File: src/rtl/mouse_cursor_x_pkg.sv
// Shared constants for the mouse cursor datapath: button bit positions,
// packet delta width and the cursor FSM state encodings.
package mouse_pkg;
  localparam int BTN_LEFT  = 0;
  localparam int BTN_RIGHT = 1;
  localparam int BTN_MID   = 2;

  localparam int PKT_W = 9;

  localparam logic [1:0] IDLE  = 2'd0;
  localparam logic [1:0] SUM   = 2'd1;
  localparam logic [1:0] CLAMP = 2'd2;
endpackage

File: src/rtl/mouse_cursor_x_if.sv
// Decoded PS/2 packet bus: the packet decoder drives it and the cursor block
// consumes it.
interface mouse_cursor_x_if import mouse_pkg::*; ();
  logic [PKT_W-1:0] xm;
  logic [2:0]       btnm;
  logic             m_done_tick;

  modport master (output xm, btnm, m_done_tick);
  modport slave  (input  xm, btnm, m_done_tick);
endinterface

File: src/rtl/mouse_sat_clamp.sv
// Saturates a signed W+2 bit cursor sum into the legal range 0..XMAX.
module mouse_sat_clamp #(
  parameter int W    = 10,
  parameter int XMAX = 639
) (
  input  logic signed [W+1:0] i_sum,
  output logic        [W-1:0] o_pos
);
  localparam logic signed [W+1:0] MAXS = (W+2)'(XMAX);

  always_comb begin
    if (i_sum[W+1])
      o_pos = '0;
    else if (i_sum > MAXS)
      o_pos = W'(XMAX);
    else
      o_pos = i_sum[W-1:0];
  end
endmodule

File: src/rtl/mouse_cursor_x.sv
// Accumulates PS/2 X deltas into a saturated cursor position and turns
// left/right button presses into one-cycle click pulses.
module mouse_cursor_x import mouse_pkg::*; #(
  parameter int W      = 10,
  parameter int XMAX   = 639,
  parameter int X_INIT = 320,
  parameter int SHIFT  = 0
) (
  input  logic                clk,
  input  logic                rst,
  mouse_cursor_x_if.slave     bus,
  input  logic                center,
  output logic [W-1:0]        cursor_x,
  output logic [2:0]          btn_state,
  output logic                left_click,
  output logic                right_click,
  output logic                upd_tick,
  output logic                overrun
);
  logic [1:0]          r_state;
  logic [1:0]          w_state_nxt;
  logic signed [W+1:0] r_d;
  logic [2:0]          r_btn;
  logic signed [W+1:0] r_sum;
  logic [W-1:0]        w_base;
  logic signed [W+1:0] w_sum;
  logic [W-1:0]        w_clamped;

  // A center request in SUM must feed the sum, so the packet completes from X_INIT.
  assign w_base = center ? W'(X_INIT) : cursor_x;
  assign w_sum  = $signed({2'b00, w_base}) + (r_d >>> SHIFT);

  mouse_sat_clamp #(.W(W), .XMAX(XMAX)) u_clamp (
    .i_sum (r_sum),
    .o_pos (w_clamped)
  );

  always_comb begin
    w_state_nxt = r_state;
    case (r_state)
      IDLE:    if (bus.m_done_tick) w_state_nxt = SUM;
      SUM:     w_state_nxt = CLAMP;
      CLAMP:   w_state_nxt = IDLE;
      default: w_state_nxt = IDLE;
    endcase
  end

  always_ff @(posedge clk) begin
    if (rst) begin
      r_state     <= IDLE;
      r_d         <= '0;
      r_btn       <= '0;
      r_sum       <= '0;
      cursor_x    <= W'(X_INIT);
      btn_state   <= '0;
      left_click  <= 1'b0;
      right_click <= 1'b0;
      upd_tick    <= 1'b0;
      overrun     <= 1'b0;
    end else begin
      r_state     <= w_state_nxt;
      left_click  <= 1'b0;
      right_click <= 1'b0;
      upd_tick    <= 1'b0;
      overrun     <= 1'b0;
      case (r_state)
        IDLE: begin
          if (bus.m_done_tick) begin
            r_d   <= {{(W+2-PKT_W){bus.xm[PKT_W-1]}}, bus.xm};
            r_btn <= bus.btnm;
          end
        end
        SUM: begin
          r_sum <= w_sum;
          if (bus.m_done_tick) overrun <= 1'b1;
        end
        CLAMP: begin
          cursor_x    <= w_clamped;
          btn_state   <= r_btn;
          upd_tick    <= 1'b1;
          left_click  <= r_btn[BTN_LEFT]  & ~btn_state[BTN_LEFT];
          right_click <= r_btn[BTN_RIGHT] & ~btn_state[BTN_RIGHT];
          if (bus.m_done_tick) overrun <= 1'b1;
        end
        default: ;
      endcase
      // Center overrides any clamp write issued in the same cycle.
      if (center) cursor_x <= W'(X_INIT);
    end
  end
endmodule
File: src/flat_wrapper.sv
// flat-port wrapper written by rule: the top's interface ports become plain ports
module mouse_cursor_x_flat import mouse_pkg::*;
#(
  parameter int W      = 10,
  parameter int XMAX   = 639,
  parameter int X_INIT = 320,
  parameter int SHIFT  = 0
)
  (clk, rst, center, cursor_x, btn_state, left_click, right_click, upd_tick, overrun, bus_xm, bus_btnm, bus_m_done_tick);
  mouse_cursor_x_if bus_i ();
  input  logic clk;
  input  logic rst;
  input  logic center;
  output logic [W-1:0] cursor_x;
  output logic [2:0] btn_state;
  output logic left_click;
  output logic right_click;
  output logic upd_tick;
  output logic overrun;
  input wire logic [$bits(bus_i.xm)-1:0] bus_xm;
  input wire logic [$bits(bus_i.btnm)-1:0] bus_btnm;
  input wire logic [$bits(bus_i.m_done_tick)-1:0] bus_m_done_tick;
  assign bus_i.xm = bus_xm;
  assign bus_i.btnm = bus_btnm;
  assign bus_i.m_done_tick = bus_m_done_tick;
  mouse_cursor_x #(.W(W), .XMAX(XMAX), .X_INIT(X_INIT), .SHIFT(SHIFT)) u_core (.clk(clk), .rst(rst), .bus(bus_i), .center(center), .cursor_x(cursor_x), .btn_state(btn_state), .left_click(left_click), .right_click(right_click), .upd_tick(upd_tick), .overrun(overrun));
endmodule
File: config.mk
export PLATFORM = sky130hd
export DESIGN_NAME = mouse_cursor_x_flat
export DESIGN_NICKNAME = d
export VERILOG_FILES = /design/src/rtl/mouse_cursor_x_pkg.sv /design/src/rtl/mouse_cursor_x_if.sv /design/src/rtl/mouse_sat_clamp.sv /design/src/rtl/mouse_cursor_x.sv /design/src/flat_wrapper.sv
export SDC_FILE = /design/constraint.sdc
export NUM_CORES = 1
export LEC_CHECK = 0
export ABC_CLOCK_PERIOD_IN_PS = 5470
export BUFFER_PORTS_ARGS = -buffer_cell sky130_fd_sc_hd__clkbuf_2
export CAP_MARGIN = 15
export CORE_MARGIN = 4
export CORE_UTILIZATION = 60
export CTS_CLUSTER_SIZE = 24
export DETAILED_ROUTE_END_ITERATION = 12
export PLACE_DENSITY = 0.83
export SKIP_CTS_REPAIR_TIMING = 1
export SYNTH_ARGS = -nofsm -noshare
export SYNTH_HDL_FRONTEND = slang
export SYNTH_SLANG_ARGS = --single-unit
File: constraint.sdc
create_clock -name clk -period 5.47 [get_ports clk]
set_clock_uncertainty 0.1 [all_clocks]
set_input_delay 0.547 -clock clk [delete_from_list [all_inputs] [get_ports clk]]
set_output_delay 0.547 -clock clk [all_outputs]
set_load 0.01 [all_outputs]
== Word-level counts from Yosys, hierarchy flattened ==
Cells that the tools add are included.
Word-level totals
  bits in registers: 43
  input bits: 16
  output and inout port bits: 17
  logic and storage cells: 34
Operators by class
  add/sub/neg operators: 1
  magnitude comparators: 1
  eq/ne operators: 3
  muxes and demuxes: 7
  bitwise logic cells: 6
  reduce and logical (&&, ||, !) cells: 6
Operator list (count)
  $mux 10: 3
  $add 11x9->12: 1
  $gt 12x11->1 const B: 1
  $reduce_or 2->1: 4
  $not 1->1: 4
  $pmux 2 s2: 1
  $and 1x1->1: 2
  $eq 2x1->1 const B: 1
  $eq 2x2->1 const B: 1
  $logic_not 2->1: 1
  $mux 1: 2
  $mux 2: 1
  $ne 2x2->1 const B: 1
  $reduce_and 2->1: 1

== Logic depth before layout (Yosys ltp) ==
Gate-level depths: netlist of the first run.
  word-level depth: 4
  depth in mapped cells: 11
  mapped depth without buffers: 10

== Modules after synthesis ==
From an unflattened synthesis of the first run, not the netlist that was laid out.
Unflattened totals
  cells, all modules: 253
  area total of the unflattened synthesis: 2208.4 um2
By module, submodules not included
  mouse_cursor_x: times used 1, cells an instance 231, area an instance 2089.5 um2, seq. area each 860.8 um2
  mouse_sat_clamp: times used 1, cells an instance 22, area an instance 118.9 um2, seq. area each 0.0 um2

== Least setup slack after synthesis of the first run ==
OpenSTA, ideal clock, no wires.
  kind: in2reg
  start point: input center
  end point: register u_core.r_sum[10]
  library setup time: 0.084 ns
  arrival: 2.347 ns
  required time: 5.286 ns
  slack: 2.939 ns
  cell stages on the path: 11
  path through: clkbuf_1 nor2b_1 ha_1 inv_1 fa_1 nor2b_1 o31a_4 o21ai_2 a221oi_2 nor3_1 o31ai_2
On the way
  cells in the longest elaborated chain, start to end: 2
RTL lines
  start, declared: line flat_wrapper.sv:13  | input logic center;
  $mux 10: line mouse_cursor_x.sv:30  | assign w_base = center ? W'(X_INIT) : cursor_x;
  $add 11x9->12: line mouse_cursor_x.sv:31  | assign w_sum = $signed({2'b00, w_base}) + (r_d >>> SHIFT);
  end signal, assigned: line mouse_cursor_x.sv:74  | r_sum <= w_sum;
  end, declared: line mouse_cursor_x.sv:24  | logic signed [W+1:0] r_sum;
Every way passes these cells.
A chain may end at the register's enable or synchronous reset.

== Worst setup path in the final report of the first run ==
Same ends and word-level chain as after synthesis.

==> metrics.md, run 1 <==
| Metric | Value |
|---|---|
| Share of cells above drive strength 1 | 17.8% |
| Status | finished clean |
| Final nets | 319 |
| Floorplan core area | ~3400 µm² |
| Register area share after synthesis | between 30% and 40% |
| Synthesized Nets | 292 |
| Worst-margin pin slew | roughly 0.69 ns |
| 1st-iter DRT viols | 131 |
| Yosys top cell area share | around two fifths |
| Crit path to | u_core.r_sum[10] |
| Final instance area | approximately 2500 µm² |
| Starting Density | 63.9% |
| Reg clk slew, reported paths | 0.08 ns |
| Initial antenna violation count | 0 |
| Die H | 68.5 µm |
| Total power | 0.738 mW |
| CTS tree | yes |
| Fraction of registers with async set/reset | 0% |
| Critical path depth | 11 |
| Synth top area cells | dfxtp_1 (39%), ha_1 (9.1%), nor2_1 (7.0%) |
| RSZ-0062 raised after global routing | no |
| H-tree depth | 2 |
| Most used cell, CP | nor2b_1 |
| Crit-path cells | clkbuf_2, nor2b_1, ha_1, inv_1, fa_1, nor2b_1, o31a_4, o21ai_2, a221oi_2, nor3_1, o31ai_2 |
| Mapped Area | 2200 µm² |
| Num rows | 21 |
| Mapped Cells | 259 |
| Global Route Usage Sum | 22.2% |
| Pwr per Cell Area | 297 nW/µm² |
| Worst Path Max Fanout | 11 |
| CP required | 5.58 ns |
| Residual DRC | 0 |
| Drt pass-1 iters | 4 |
| Max stage delay cell, worst path | fa_1 |
| Die X | 68.5 µm |
| Final count of hold timing violations | 0 |
| Largest net degree at the start of global routing | 32 |
| Cell Area, Placed | 2370 µm² |
| R2R Setup Slk | about 3.0 ns |
| Root buf cell | clkbuf_8 |
| Critical path capture point type | register |
| Vias in the first global route | 1,717 |
| Avg Cell Area, Syn | about 8.5 µm² |
| Clock buffer depth | 2 |
| Post-Route WL | 4540 µm |
| Routed vias/inst | 5.43 |
| CP max stage delay | 0.40 ns |
| First-pass GRT wire length | around 7800 µm |
| Peak VDD IR | 0.213 mV |
| CP Class | in -> reg |
| Detail Placement HPWL | 3310 µm |
| Max_cap viols | 0 |
| Cell family with most CP delay | compound AO/OA/AOI/OAI gates |
| Yosys cell types | 40 |
| Final Max Slew Viols | 0 |
| Largest area contributor in the synthesized netlist | dfxtp_1 |
| FF-to-FF Start | u_core.cursor_x[0] |
| Fin crit share | around 45% |
| CP bufs+invs | 2 |
| Layout Area Growth over Synthesis | 13.0% |
| CP startpoint | center |
| Synthesis-stage register bit count | 43 |
| Placer Congestion | between 0.9 and 1 |
| Via count | roughly 1,800 |
| Clk_lat worst skew | 0.30 ns |
| Min Tclk post-route | 2.47 ns |
| Hold Path Class | in -> reg |
| EDFF count, synth | 0 |
| LEAKAGE | 1.07 nW |
| RR Endpoint | u_core.r_sum[10] |
| Endpoints failing setup | 0 |
| Final ANT Viol Nets | 0 |
| Setup TNS | 0 ns |
| CP arrival | 2.59 ns |
| Max frequency | around 400 MHz |
| Main synth FF type | dfxtp_1 |
| Reg2reg path depth | 10 |
| Clock Sinks | 43 |
| WL per Instance | approximately 14 µm |
| Rel. slew slack | 54.2% |
| TritonCTS Buffers | 5 |
| Yosys Warn Count | 0 |
| Die ar. | ~4700 µm² |
| Final global-route overflow total | 0 |
| ANT cells | 0 |
| PortBufs | 32 |
| CP startpoint kind | primary input |
| Top-Level Pins | 33 |
Yosys cell counts, types with 2 or more instances:
library cell	count
dfxtp_1	43
nor2_1	41
nand2_1	32
a21oi_1	21
ha_1	16
mux2i_1	13
clkbuf_1	10
inv_1	8
nor2b_1	8
a211oi_1	5
nand2b_1	5
nand3_1	5
o21ai_0	5
xnor2_1	5
a21o_1	4
o21a_1	4
and3b_1	3
nor3_1	3
or2_2	3
a31oi_1	2
o21bai_1	2
o22ai_1	2
o31ai_2	2
layout make-up:
| type | count | area (µm²) |
|---|---|---|
| inverter | 8 | 30.0 |
| fill | 293 | 957 |
| tap | 46 | 57.6 |
| multi-input combinational | 196 | 1260 |
| clock inverter | 2 | 35.0 |
| timing repair buffer | 32 | 160 |
| sequential | 43 | 861 |
| clock buffer | 6 | 82.6 |
state kept, by name (all words and copies together), names as in the netlist:
signal and cells:
u_core.r_d 9, u_core.r_sum 12, u_core.right_click 1, u_core.r_btn 3
u_core.upd_tick 1, u_core.btn_state 3, u_core.left_click 1, u_core.r_state 2
u_core.cursor_x 10, u_core.overrun 1
metal layers:
metal / vias up / global-route usage [%] / wire length, µm
met5: - / 0 / 0
met4: 0 / 8.93 / 76
met3: 9 / 6.32 / 276
met2: 47 / 35.4 / 2070
met1: 823 / 28.2 / 2120
li1: 930 / - / -
report_power, final:
part / switching (mW) / internal (mW) / total, mW
logic: 0.0792 / 0.0527 / 0.132
registers: 0.0167 / 0.335 / 0.352
clock network: 0.106 / 0.148 / 0.254
layout by cell type (no fill, tap or decap), drive strengths merged, types with 6 or more instances in the layout:
cell type  count
a211oi         6
a21oi         22
clkbuf        38
dfxtp         43
ha            16
inv            8
mux2i         13
nand2         32
nor2          41
nor2b          8
o21ai          7
worst register-to-register path, stage by stage (launching register included):
cell      delay [ns]
dfxtp_1         0.38
nor2b_1         0.15
ha_1            0.22
inv_1           0.07
fa_1            0.40
nor2b_1         0.19
o31a_4          0.16
o21ai_2         0.06
a221oi_2        0.29
nor3_1          0.09
o31ai_2         0.22
per-stage QoR:
| stage | util, % | instances | hold WS (ns) | setup slack (ns) |
|---|---|---|---|---|
| 2_1_floorplan | - | 259 | 0.336 | 2.94 |
| 3_3_place_gp | 68.8 | 325 | 0.344 | 2.84 |
| 3_5_place_dp | 68.8 | 325 | 0.354 | 2.75 |
| 4_1_cts | 72.2 | 333 | 0.360 | 3.01 |
| 5_1_grt | 72.2 | 333 | 0.359 | 2.83 |
| 6_report | 72.2 | 333 | 0.361 | 3.00 |
worst min path at each step:
stage / cells past startpoint / start / end
final: 3 / bus_xm[0] / u_core.r_d[0]
after global routing: 3 / bus_xm[1] / u_core.r_d[1]
after CTS: 3 / bus_xm[1] / u_core.r_d[1]
after detailed placement: 2 / u_core.r_btn[2] / u_core.r_btn[2]
after global placement: 2 / u_core.r_btn[2] / u_core.r_btn[2]
after floorplan: 2 / u_core.r_btn[2] / u_core.r_btn[2]
cell families (layout without fill, tap and decap cells):
kind of cell,after synthesis,in the layout,synth area share (%)
adders and majority gates,17,17,10.0
and+or+nand+nor,103,103,21.0
DFF,43,43,39.1
AOI/OAI and AO/OA,57,57,17.9
xor gates and xnor gates,6,6,2.39
muxes,13,13,5.92
buffers and inverters,20,48,3.64
(Power assumes the default switching activity.)
==> inputs of run 2 (changes only) <==
Settings changed: ABC_AREA from default to 1, ABC_CLOCK_PERIOD_IN_PS 5470 to 2200, CORE_UTILIZATION 60 to 51, PLACE_DENSITY 0.83 to 0.75.
Clock period 5.47 ns to 2.2 ns, I/O delays scaled along.
==> metrics.md, run 2 <==
| Metric | Value |
|---|---|
| Worst hold path endpoint | u_core.overrun |
| FF-to-FF Start | u_core.cursor_x[0] |
| Endpoints failing setup | 0 |
| Worst-margin pin slew | 0.479 ns |
| Final Max Slew Viols | 0 |
| Vias in the first global route | 1,937 |
| Hold path depth | 3 |
| Status | finished clean |
| 1st-iter DRT viols | 119 |
| Initial antenna violation count | 0 |
| Peak VDD IR | 0.458 mV |
| Min Tclk post-route | 1.99 ns |
| Critical path capture point type | register |
| Largest area contributor in the synthesized netlist | dfxtp_1 |
| Most frequent cell after synthesis | nand2_1 |
| Yosys cell types | 24 |
| CTS tree | yes |
| WL per Instance | 12.5 µm |
| Proportion of power drawn by combinational gates | between 20% and 30% |
| Clock buffer depth | 2 |
| Main synth FF type | dfxtp_1 |
| Synth top area cells | dfxtp_1 (38%), nand2_1 (10%), nor2_1 (10%) |
| Met2 WL post-DR | approximately 2400 µm |
| PnR worst setup slack | 0.215 ns |
| Reg clk slew, reported paths | 0.08 ns |
| Fraction of registers with async set/reset | 0% |
| Avg Cell Area, Syn | between 6 and 7 µm² |
| Max_cap viols | 0 |
| PortBufs | 32 |
| Worst Path Max Fanout | 3 |
| Post-Route WL | roughly 5200 µm |
| TritonCTS Buffers | 5 |
| Placed Cells | between 400 and 500 |
| Max frequency | 504 MHz |
| Largest registers | u_core.r_sum: 12 flops, u_core.cursor_x: 10 flops, u_core.r_d: 9 flops |
| Placer Congestion | 0.865 |
| Internal | 1.28 mW |
| Sw frac | around a third |
| Root buf cell | clkbuf_8 |
| EDFF count, synth | 0 |
| RR Endpoint | u_core.r_sum[8] |
| Clock Sinks | 43 |
| Synth top cells by count | nand2_1 (61), nor2_1 (60), inv_1 (49), dfxtp_1 (43), o21ai_0 (33) |
| Detail Placement HPWL | 3930 µm |
| Starting Density | 54.4% |
| Rel. slew slack | 68.1% |
| Mapped Area | 2250 µm² |
| Yosys top cell area share | 38.2% |
| Share of cells above drive strength 1 | 12.7% |
| Reg2reg path depth | 13 |
| Most frequent cells in the layout | nand2_1 (61), nor2_1 (60), inv_1 (49) |
| RSZ-0062 raised after global routing | no |
| Global Route Usage Sum | 20.1% |
| Synthesized Nets | 361 |
| CP Class | reg -> reg |
| Top-Level Pins | 33 |
| CP startpoint kind | register |
| Flip-flop count of the largest register after layout | 12 |
| First-pass GRT wire length | between 8000 and 9000 µm |
| CP arrival | 2.08 ns |
| Layout Area Growth over Synthesis | 12.6% |
| Final ANT Viol Nets | 0 |
| LEAKAGE | 1.28 nW |
| Hold_sp | bus_m_done_tick |
| R2R Setup Slk | ~0.21 ns |
| Final global-route overflow total | 0 |
| Register area share after synthesis | a little under two fifths |
| Largest net degree at the start of global routing | 20 |
| Floorplan core area | 4140 µm² |
| CP required | 2.30 ns |
| Sequential power share | 48.9% |
| Reg with most FFs | u_core.r_sum |
| Synthesis-stage register bit count | 43 |
| Die X | between 70 and 80 µm |
| Setup TNS | 0 ns |
| Hold Path Class | in -> reg |
| Commonest non-fill, non-tap cell in the layout | nand2_1 |
| Via count | 2,099 |
| Mapped Cells | ~330 |
| Highest metal used | met4 |
| Fin crit share | 90.2% |
| Clock network power share | 25.5% |
| Fin cells | 413 |
| Die ar. | 5550 µm² |
| Num rows | 23 |
| Yosys Warn Count | 0 |
| Met3 Wirelength | 262 µm |
| NetSw | 0.644 mW |
| Residual DRC | 0 |
| Final count of hold timing violations | 0 |
| WL met1 | 2380 µm |
| Final nets | around 400 |
| Pwr per Cell Area | around 760 nW/µm² |
| Clk_lat worst skew | 0.29 ns |
| Drt pass-1 iters | 5 |
| Dpl ws | 0.176 ns |
| H-tree depth | 2 |
| ANT cells | 0 |
| Routed vias/inst | 5.08 |
| Die H | ~74 µm |
==> run 2: layout make-up <==
class                      instances  area [µm²]
clock buffer                       6        72.6
sequential                        43         861
inverter                          50         188
fill                             384        1610
timing repair buffer              35         183
multi-input combinational        227        1160
tap                               50        62.6
clock inverter                     2        12.5
==> run 2: worst max-delay path by stage <==
stage | startpoint | endpoint | slack, ns | cells past startpoint
CTS | u_core.cursor_x[0] | u_core.r_sum[8] | 0.21 | 13
global route | u_core.cursor_x[0] | u_core.r_sum[8] | 0.005 | 13
finish | u_core.cursor_x[0] | u_core.r_sum[8] | 0.21 | 13
floorplan | u_core.cursor_x[0] | u_core.r_sum[8] | 0.31 | 13
global placement | center | u_core.r_sum[8] | 0.24 | 13
detailed placement | center | u_core.r_sum[8] | 0.18 | 13
==> run 2: power groups by stage <==
stage | sequential [mW] | clock [mW] | combinational [mW]
floorplan | 0.949 | 0 | 0.361
global placement | 0.953 | 0 | 0.481
detailed placement | 0.958 | 0 | 0.491
CTS | 0.940 | 0.507 | 0.496
global route | 0.952 | 0.545 | 0.569
finish | 0.940 | 0.489 | 0.493
==> run 2: critical path: stages (launching register included) <==
cell and delay, ns:
dfxtp_1 0.36, inv_1 0.05, nor2_1 0.08, ha_1 0.16, inv_1 0.05, fa_1 0.39
inv_1 0.10, nand3_1 0.07, nand3_1 0.14, nand2_1 0.06, nand2_1 0.08, nor2_1 0.04
o21ai_0 0.15, inv_1 0.05
==> run 2: per-layer routing <==
layer | track usage (%) | up-vias
met3 | 4.46 | 10
met5 | 0 | -
li1 | - | 1101
met1 | 25.8 | 930
met4 | 6.92 | 0
met2 | 33.4 | 58
==> run 2: logic make-up after synthesis <==
kind of cell	Yosys count	synth area share (%)
flip-flops	43	38.2
adder cells (fa/ha/maj)	17	9.77
buffers and inverters	58	10.4
AO/OA/AOI/OAI	59	13.3
AND/OR/NAND/NOR	147	26.8
XOR/XNOR	4	1.55
==> run 2: per-stage QoR <==
stage | instance area, µm² | power [mW] | hold slack [ns] | utilization [%]
6_report | 2540 | 1.92 | 0.0485 | 61.2
5_1_grt | 2540 | 2.07 | 0.0478 | 61.2
3_5_place_dp | 2450 | 1.45 | 0.349 | 59.2
4_1_cts | 2540 | 1.94 | 0.0439 | 61.2
3_3_place_gp | 2450 | 1.43 | 0.339 | 59.2
2_1_floorplan | 2250 | 1.31 | 0.234 | -
==> inputs of run 3 (changes only) <==
Settings changed: HOLD_SLACK_MARGIN from default to 0.08.
==> metrics.md, run 3 (synthesis gave the netlist of run 2 again) <==
| Metric | Value |
|---|---|
| Num rows | 23 |
| Clock buffer depth | 2 |
| Post-Route WL | slightly above 5000 µm |
| 1st-iter DRT viols | 116 |
| RSZ-0062 raised after global routing | no |
| ANT cells | 0 |
| Reg area | ~860 µm² |
| CTS tree | yes |
| Rel. slew slack | 68.0% |
| Fin crit share | 90.2% |
| Final Max Slew Viols | 0 |
| FILL cells | 383 |
| Status | finished clean |
| H-tree depth | 2 |
| Reg2reg path depth | 13 |
| Endpoints failing setup | 0 |
| Die X | between 70 and 80 µm |
| Commonest non-fill, non-tap cell in the layout | nand2_1 |
| Detail Placement HPWL | a little under 4000 µm |
| Residual DRC | 0 |
| Drt pass-1 iters | 5 |
| Root buf cell | clkbuf_8 |
| Max stage delay cell, worst path | fa_1 |
| Hold_sp | bus_xm[6] |
| Share of cells above drive strength 1 | between 10% and 20% |
| CP required | 2.30 ns |
| Largest net degree at the start of global routing | 20 |
| Max_cap viols | 0 |
| Top-Level Pins | 33 |
| LEAKAGE | 1.29 nW |
| Reg with most FFs | u_core.r_sum |
| Placer Congestion | ~0.87 |
| Most used cell, CP | inv_1 |
| CP startpoint kind | register |
| Finished Core Util | 61.5% |
| Global Route Usage Sum | 20.1% |
| Reg clk slew, reported paths | 0.08 ns |
| Clock Sinks | 43 |
| TritonCTS Buffers | 5 |
| Floorplan core area | 4140 µm² |
| Starting Density | approximately 54% |
| Die H | about 74 µm |
| Multi-input gate area | approximately 1200 µm² |
| Clk_lat worst skew | 0.29 ns |
| Routed vias/inst | 5.07 |
| Initial antenna violation count | 0 |
| RR Endpoint | u_core.r_sum[8] |
| Most frequent cells in the layout | nand2_1 (61), nor2_1 (60), inv_1 (49) |
| Layout Area Growth over Synthesis | 13.0% |
| R2R Setup Slk | between 0.2 and 0.25 ns |
| Worst hold path endpoint | u_core.r_d[6] |
| Crit-path cells | inv_1, nor2_1, ha_1, inv_1, fa_1, inv_1, nand3_1, nand3_1, nand2_1, nand2_1, nor2_1, o21ai_0, inv_1 |
| Final count of hold timing violations | 0 |
| Max frequency | 504 MHz |
| WL per Instance | 12.5 µm |
| Peak VDD IR | about 0.46 mV |
| Hold path depth | 3 |
| Pwr per Cell Area | about 760 nW/µm² |
| CP Class | reg -> reg |
| Critical path capture point type | register |
| Hold Slack | between 0.07 and 0.08 ns |
| CP max stage delay | 0.39 ns |
| Hold Path Class | in -> reg |
| CP arrival | 2.08 ns |
| Via count | 2,100 |
| First-pass GRT wire length | 8620 µm |
| Final global-route overflow total | 0 |
| Final ANT Viol Nets | 0 |
| Largest registers | u_core.r_sum: 12 flops, u_core.cursor_x: 10 flops, u_core.r_d: 9 flops |
| FF-to-FF Start | u_core.cursor_x[0] |
| Final nets | approximately 400 |
| Vias in the first global route | 1,937 |
| Die ar. | 5550 µm² |
| Min Tclk post-route | 1.99 ns |
| Flip-flop count of the largest register after layout | 12 |
| CP startpoint | u_core.cursor_x[0] |
| Worst-margin pin slew | approximately 0.48 ns |
| PortBufs | 32 |
| Setup TNS | 0 ns |
| Worst Path Max Fanout | 3 |
-- run 3: cell types whose count changed in the layout (fill, tap and decap cells not counted), sizes merged --
cell,previous run,this run
dlygate4sd3,0,1
-- run 3: per-layer routing --
| metal | global-route usage (%) | share of wire [%] |
|---|---|---|
| met2 | 33.4 | 47 |
| met4 | 6.92 | 1.9 |
| met3 | 4.46 | 5.0 |
| met5 | 0 | 0 |
| met1 | 25.8 | 46 |
-- run 3: area by class of cell --
cell class / instances / share of cell area (%)
clock inverters: 2 / 0.491
inverters: 50 / 7.37
well taps: 50 / 2.46
repair buffers: 36 / 7.56
multi-input cells: 227 / 45.5
flip-flops and latches: 43 / 33.8
clock buffers: 6 / 2.85
-- run 3: critical path: cells and delay by family (launching register included) --
| kind | cells | cell delay, ns |
|---|---|---|
| fa+ha+maj | 2 | 0.55 |
| buf+inv | 4 | 0.25 |
| compound gates | 1 | 0.15 |
| simple gates | 6 | 0.47 |
| flops | 1 | 0.36 |
-- run 3: stage by stage --
stage	total power [mW]	instance area (µm²)	setup WS [ns]	cells
after floorplan	1.31	2250	0.309	328
after global placement	1.43	2450	0.242	405
after detailed placement	1.45	2450	0.176	405
after CTS	1.94	2540	0.209	413
after global routing	2.07	2550	0.00462	414
final	1.92	2550	0.215	414
-- run 3: power breakdown --
group          internal [mW]  switching, mW
sequential             0.878         0.0616
combinational          0.179          0.316
clock                  0.222          0.267
-- run 3: how the worst max path moves through the flow --
stage / depth (start not counted) / slack (ns) / to
2_1_floorplan: 13 / 0.31 / u_core.r_sum[8]
3_3_place_gp: 13 / 0.24 / u_core.r_sum[8]
3_5_place_dp: 13 / 0.18 / u_core.r_sum[8]
4_1_cts: 13 / 0.21 / u_core.r_sum[8]
5_1_grt: 13 / 0.005 / u_core.r_sum[8]
6_report: 13 / 0.21 / u_core.r_sum[8]
